**src/rtl/alu_result_capture.sv**
```systemverilog
// Show-ahead FIFO capturing ALU result samples {funct, s, ov, cc, cs}, with a
// saturating drop counter for samples lost to a full FIFO and sticky ov/cs flags.
module alu_result_capture #(
  parameter int unsigned DEPTH = 4,
  parameter int unsigned CNT_W = 16
) (
  input  logic                     clk,
  input  logic                     rst,
  input  logic                     in_valid,
  input  logic [5:0]               in_funct,
  input  logic [31:0]              in_s,
  input  logic                     in_ov,
  input  logic                     in_cc,
  input  logic                     in_cs,
  output logic                     out_valid,
  input  logic                     out_ready,
  output logic [5:0]               out_funct,
  output logic [31:0]              out_s,
  output logic                     out_ov,
  output logic                     out_cc,
  output logic                     out_cs,
  output logic [$clog2(DEPTH):0]   level,
  output logic                     full,
  output logic                     empty,
  output logic [CNT_W-1:0]         drop_cnt,
  output logic                     sticky_ov,
  output logic                     sticky_cs,
  input  logic                     clr
);

  localparam int unsigned AddrW = $clog2(DEPTH);
  localparam int unsigned LvlW  = AddrW + 1;
  localparam int unsigned EntW  = 41;

  logic [EntW-1:0]  mem_q [DEPTH];
  logic [AddrW-1:0] wr_ptr_q, wr_ptr_d;
  logic [AddrW-1:0] rd_ptr_q, rd_ptr_d;
  logic [LvlW-1:0]  level_q, level_d;
  logic [CNT_W-1:0] drop_q, drop_d;
  logic             sticky_ov_q, sticky_ov_d;
  logic             sticky_cs_q, sticky_cs_d;

  logic            push, pop, drop;
  logic [EntW-1:0] head;

  assign full      = (level_q == LvlW'(DEPTH));
  assign empty     = (level_q == '0);
  assign out_valid = !empty;
  assign pop       = out_valid && out_ready;
  // A full FIFO still accepts a sample when the head leaves in the same cycle.
  assign push      = in_valid && (!full || pop);
  assign drop      = in_valid && full && !pop;

  assign head = mem_q[rd_ptr_q];
  assign {out_funct, out_s, out_ov, out_cc, out_cs} = head;

  assign level     = level_q;
  assign drop_cnt  = drop_q;
  assign sticky_ov = sticky_ov_q;
  assign sticky_cs = sticky_cs_q;

  always_comb begin
    wr_ptr_d    = wr_ptr_q;
    rd_ptr_d    = rd_ptr_q;
    level_d     = level_q;
    if (push) wr_ptr_d = wr_ptr_q + AddrW'(1);
    if (pop)  rd_ptr_d = rd_ptr_q + AddrW'(1);
    case ({push, pop})
      2'b10:   level_d = level_q + LvlW'(1);
      2'b01:   level_d = level_q - LvlW'(1);
      default: level_d = level_q;
    endcase

    // clr acts first so a same-cycle drop or flagged push still registers.
    drop_d      = clr ? '0 : drop_q;
    sticky_ov_d = clr ? 1'b0 : sticky_ov_q;
    sticky_cs_d = clr ? 1'b0 : sticky_cs_q;
    if (drop && (drop_d != '1)) drop_d = drop_d + CNT_W'(1);
    if (push && in_ov) sticky_ov_d = 1'b1;
    if (push && in_cs) sticky_cs_d = 1'b1;
  end

  always_ff @(posedge clk) begin
    if (rst) begin
      wr_ptr_q    <= '0;
      rd_ptr_q    <= '0;
      level_q     <= '0;
      drop_q      <= '0;
      sticky_ov_q <= 1'b0;
      sticky_cs_q <= 1'b0;
    end else begin
      wr_ptr_q    <= wr_ptr_d;
      rd_ptr_q    <= rd_ptr_d;
      level_q     <= level_d;
      drop_q      <= drop_d;
      sticky_ov_q <= sticky_ov_d;
      sticky_cs_q <= sticky_cs_d;
    end
  end

  // Storage carries no reset; the pointers alone define what is valid.
  always_ff @(posedge clk) begin
    if (push) mem_q[wr_ptr_q] <= {in_funct, in_s, in_ov, in_cc, in_cs};
  end

endmodule

```
**config.mk**
```make
export PLATFORM = sky130hd
export DESIGN_NAME = alu_result_capture
export DESIGN_NICKNAME = d
export VERILOG_FILES = /design/src/rtl/alu_result_capture.sv
export SDC_FILE = /design/constraint.sdc
export NUM_CORES = 1
export LEC_CHECK = 0
export CAP_MARGIN = 0
export CORE_MARGIN = 5
export CORE_UTILIZATION = 50
export CTS_CLUSTER_SIZE = 28
export DETAILED_ROUTE_END_ITERATION = 12
export PLACE_DENSITY = 0.75
export SLEW_MARGIN = 40
export SYNTH_ARGS = -nofsm -noshare
export SYNTH_HDL_FRONTEND = slang
export SYNTH_SLANG_ARGS = --single-unit
export TNS_END_PERCENT = 5
```
**constraint.sdc**
```tcl
create_clock -name clk -period 7.67 [get_ports clk]
set_input_delay 1.534 -clock clk [delete_from_list [all_inputs] [get_ports clk]]
set_output_delay 1.534 -clock clk [all_outputs]
set_load 0.03 [all_outputs]
```
* Yosys cells after proc, flatten, opt, wreduce, memory -nomap -nowiden
Memory sizes are Yosys's and may differ from the RTL's. A register that Yosys moved wholly into a read port is not among the register bits.
Cells that the tools add are included.
** Storage, ports and cells
- Bits in registers :: 25
- Bits in latches :: 0
- Memory bits (writable) :: 164
- Memory bits (read-only) :: 0
- Input port bits :: 46
- Output and inout bits :: 65
- Word-level logic and storage cells :: 41
- Memories kept :: 1
** Memory list
- mem_q :: words 4, width 41, rd ports 1, clocked after Yosys merged registers in 1, write ports 1, RTL line 35 : logic [EntW-1:0] mem_q [DEPTH];
** Operators by class
- $add $sub $neg :: 5
- $mul :: 0
- Div/mod/pow operators :: 0
- Magnitude comparators :: 0
- Equal/unequal tests :: 4
- Shift-type cells :: 0
- Muxes and demuxes :: 10
- Bitwise logic cells :: 0
- Reduce and logical (&&, ||, !) cells :: 15
** Operator list (number)
- 16-bit two-way mux :: 2
- 16-bit by 1-bit adder with 16-bit output, second input constant :: 1
- 16-bit != test, second input constant :: 1
- 1-bit logical AND :: 7
- 3-bit one-hot mux with 2 select lines :: 1
- 2-bit nonzero test :: 3
- 1-bit two-way mux :: 5
- 2-bit by 1-bit adder with 2-bit output, second input constant :: 2
- 2-bit two-way mux :: 2
- 3-bit by 1-bit adder with 3-bit output, second input constant :: 1
- 3-bit == test, second input constant :: 1
- 1-bit zero test :: 3
- 3-bit zero test :: 1
- 3-bit by 1-bit subtractor with 3-bit output, second input constant :: 1
- 2-bit by 1-bit == test with 1-bit output, second input constant :: 1
- 2-bit == test, second input constant :: 1
- 1-bit logical OR :: 1

* Logic depth before layout (Yosys ltp)
- Depth in word-level cells :: 7
- Gate-level depth with buffers :: 9
- Mapped depth without buffers :: 8

* Least setup slack after synthesis
OpenSTA, ideal clock, no wires.
- Kind :: input to register
- Start :: input port in_valid
- End :: memory mem_q[0][0] (enable)
- Library setup time :: 402 ps
- Arrival time :: 3314 ps
- Data required time :: 7268 ps
- Slack :: 3953 ps
- Cell stages on the path :: 4
- Buffers on the path :: 2
- Cells stage by stage :: clkbuf_1 -> nor2b_1 -> clkbuf_1 -> and2_1
** Between the ends
- Word-level cells in the longest chain between the ends :: 3
** RTL lines
- from (decl) :: RTL line 9 : input logic in_valid,
- 1-bit logical AND :: RTL line 51 : assign push = in_valid && (!full || pop);
- 1-bit two-way mux :: RTL line 103 : if (push) mem_q[wr_ptr_q] <= {in_funct, in_s, in_ov, in_cc, in_cs};
- 1-bit two-way mux (implied by the code) :: RTL line 103
- to (decl) :: RTL line 35
No other way between the ends.

==> summary.md <==
| Metric | Value |
|---|---|
| Status | `complete, no violations` |
| Initial antenna violation count | `0` |
| Async set-reset flop share out of synthesis | `0` |
| Cell area after layout | `9230 µm²` |
| Antenna cell count | `0` |
| Cell variety after synth | `44` |
| Sequential fraction of the synthesis area | `0.737` |
| Synth Flop Type | `edfxtp_1` |
| Fin. Hold Viols | `0` |
| Total of max-cap violations | `0` |
| Inst Count DP | `658` |
| Max Freq | `0.248 GHz` |
| Ranking of synthesized cells by area | `edfxtp_1 (66%), mux4_2 (12%), dfxtp_1 (7.3%)` |
| Fill cells | `1,037` |
| Most frequent cells after synthesis | `edfxtp_1 (164), mux4_2 (41), dfxtp_1 (27)` |
| Wirelength per Cell | `19.7 µm` |
| Post-CTS setup buffer count | `0` |
| Full die area | `17,400 µm²` |
| Slew HR | `0.485` |
| Ports | `111` |
| Share of layout cells above drive strength 1 | `0.168` |
| DIE HEIGHT | `132 µm` |
| Vias per std cell | `5.49` |
| Leak | `2.94 nW` |
| Routed Antenna Nets | `0` |
| DRT Pass-1 Iters | `4` |
| Syn Inst Count | `382` |
| Post-Layout Cell Count | `689` |
| EDFF count, synth | `164` |
| Hold slack | `0.529 ns` |
| Power Density | `292 nW/µm²` |
| Largest vdd supply drop | `0.168 mV` |
| Area grow syn2layout | `24.5%` |
| Clk buf depth | `2` |
| CP Launch Type | `register` |
| Slowest CP cell | `clkdlybuf4s50_1` |
| Design Power | `2.69 mW` |
| Final nets | `545` |
| RSZ-0062 raised after global routing | `no` |
| Die X | `132 µm` |
| Critical Path RT | `6.14 ns` |
| Crit path largest cell delay | `0.62 ns` |
| # setup viols final | `0` |
| Initial Util | `0.510` |
| Most frequent cell after synthesis | `edfxtp_1` |
| Final Skew | `0.00856 ns` |
| Yosys reg bits | `191` |
| Initial DRC Count | `300` |
| Synthesized net count | `434` |
| Port Buf Inserts | `110` |
| Worst Path Arrival | `2.49 ns` |
| Worst hold path type | `reg -> reg` |
| Crit share post-route | `0.525` |
| Worst Tran Pin Value | `0.766 ns` |
| # hold bufs at CTS | `0` |
| Vias in the first global route | `4,066` |
| Synth Cell Area | `7420 µm²` |
| Root Buffer | `clkbuf_16` |
| Yosys top cell by area | `edfxtp_1` |
| Worst skew pair latency | `0.42 ns` |
| CTS tree | `done` |
| TritonCTS Buffers | `17` |
| Worst Setup End Kind | `output port` |
| Critical path peak fanout | `23` |
| Vias post-DR | `3,785` |
| First-pass GRT wire length | `21,700 µm` |
| DPL Wire Length | `8530 µm` |
| Maximum number of pins on one net before global-route repair | `42` |
| Post-route DRC | `0` |
| Area of the core | `14,500 µm²` |
| Synthesis warning total | `0` |
| Post_cts resized | `0` |
| Cell Chain, Critical Path | `buf_12 > mux4_2 > clkdlybuf4s50_1` |
| Final Slew Violations | `0` |
| Total wire length | `13,500 µm` |
| Clock sinks | `191` |
| Setup TNS | `0 ns` |
| Synthesized area per cell | `19.4 µm²` |
| CP Class | `reg -> out` |
| GRT Total Usage | `0.161` |
| Crit path time final | `4.03 ns` |
| Number of cell rows | `44` |
| Htree depth | `4` |
| GP Congestion | `0.803` |
| Global route total overflow | `0` |
| CTS clock-pin slew for the worst setup and hold paths | `0.06 ns` |
| Dpl cell area | `8690 µm²` |
| Area share of the largest cell type after synthesis | `0.664` |
cells by family (layout without fill, tap and decap cells):
kind of cell | after synthesis | count (layout) | share of synthesized area
compound gates | 24 | 24 | 0.0272
xor+xnor | 19 | 19 | 0.0224
fa+ha+maj | 6 | 6 | 0.0111
buf+inv | 27 | 150 | 0.0165
flops | 191 | 191 | 0.737
mux | 43 | 43 | 0.127
simple gates | 72 | 72 | 0.0589
routing by layer:
metal / wire [µm] / GRT usage / share of wire / up-vias
met5: 0 / 0 / 0 / -
met4: 163 / 0.0463 / 0.012 / 0
met3: 816 / 0.0527 / 0.060 / 15
met2: 6850 / 0.265 / 0.51 / 118
met1: 5710 / 0.206 / 0.42 / 1925
li1: - / - / - / 1727
final timing paths:
check | startpoint | endpoint | slack, ns | depth (start not counted)
max | register | out_s[31] | 3.64 | 3
min | rd_ptr_q[1] | register | 0.53 | 2
max reg2reg | level[0] | mem_q[1][39] | 5.42 | 3
min reg2reg | rd_ptr_q[1] | register | 0.53 | 2
per-stage QoR:
stage	utilization	worst slack (ns)
2_1_floorplan	-	3.95
3_5_place_dp	0.598	3.53
3_3_place_gp	0.596	3.49
6_report	0.635	3.64
5_1_grt	0.635	3.49
4_1_cts	0.635	3.56
layout by cell type, fill, tap and decap left out, drive strengths merged, types with 7 or more instances in the layout:
cell type / count
a21oi: 8
nand2: 7
inv: 8
edfxtp: 164
nor2: 24
xnor2: 18
clkdlybuf4s50: 110
clkbuf: 23
nor2b: 10
dfxtp: 27
mux4: 41
state kept, by name, indices dropped and copies added, names as in the netlist, named ones only:
signal     cells
sticky_ov      1
level          3
sticky_cs      1
drop_cnt      16
mem_q        164
wr_ptr_q       2
rd_ptr_q       2
critical path: cells and delay by family (launching register included):
family	cells	cell delay, ns
muxes	1	0.56
buffers and inverters	2	0.89
DFF	1	0.61
final cells by class:
type | count | area [µm²] | share of cell area
Multi-Input combinational cell | 164 | 1840 | 0.199
Clock buffer | 23 | 448 | 0.0485
Tap cell | 184 | 230 | 0.0249
Sequential cell | 191 | 5470 | 0.593
Inverter | 8 | 30.0 | 0.00325
Timing Repair Buffer | 111 | 1120 | 0.121
Clock inverter | 8 | 91.3 | 0.00989
report_power, final:
| part | switching [mW] | internal, mW |
|---|---|---|
| clock network | 0.337 | 0.474 |
| logic | 0.327 | 0.295 |
| registers | 0.0539 | 1.21 |
No activity file was read; power rests on OpenSTA's default activity.
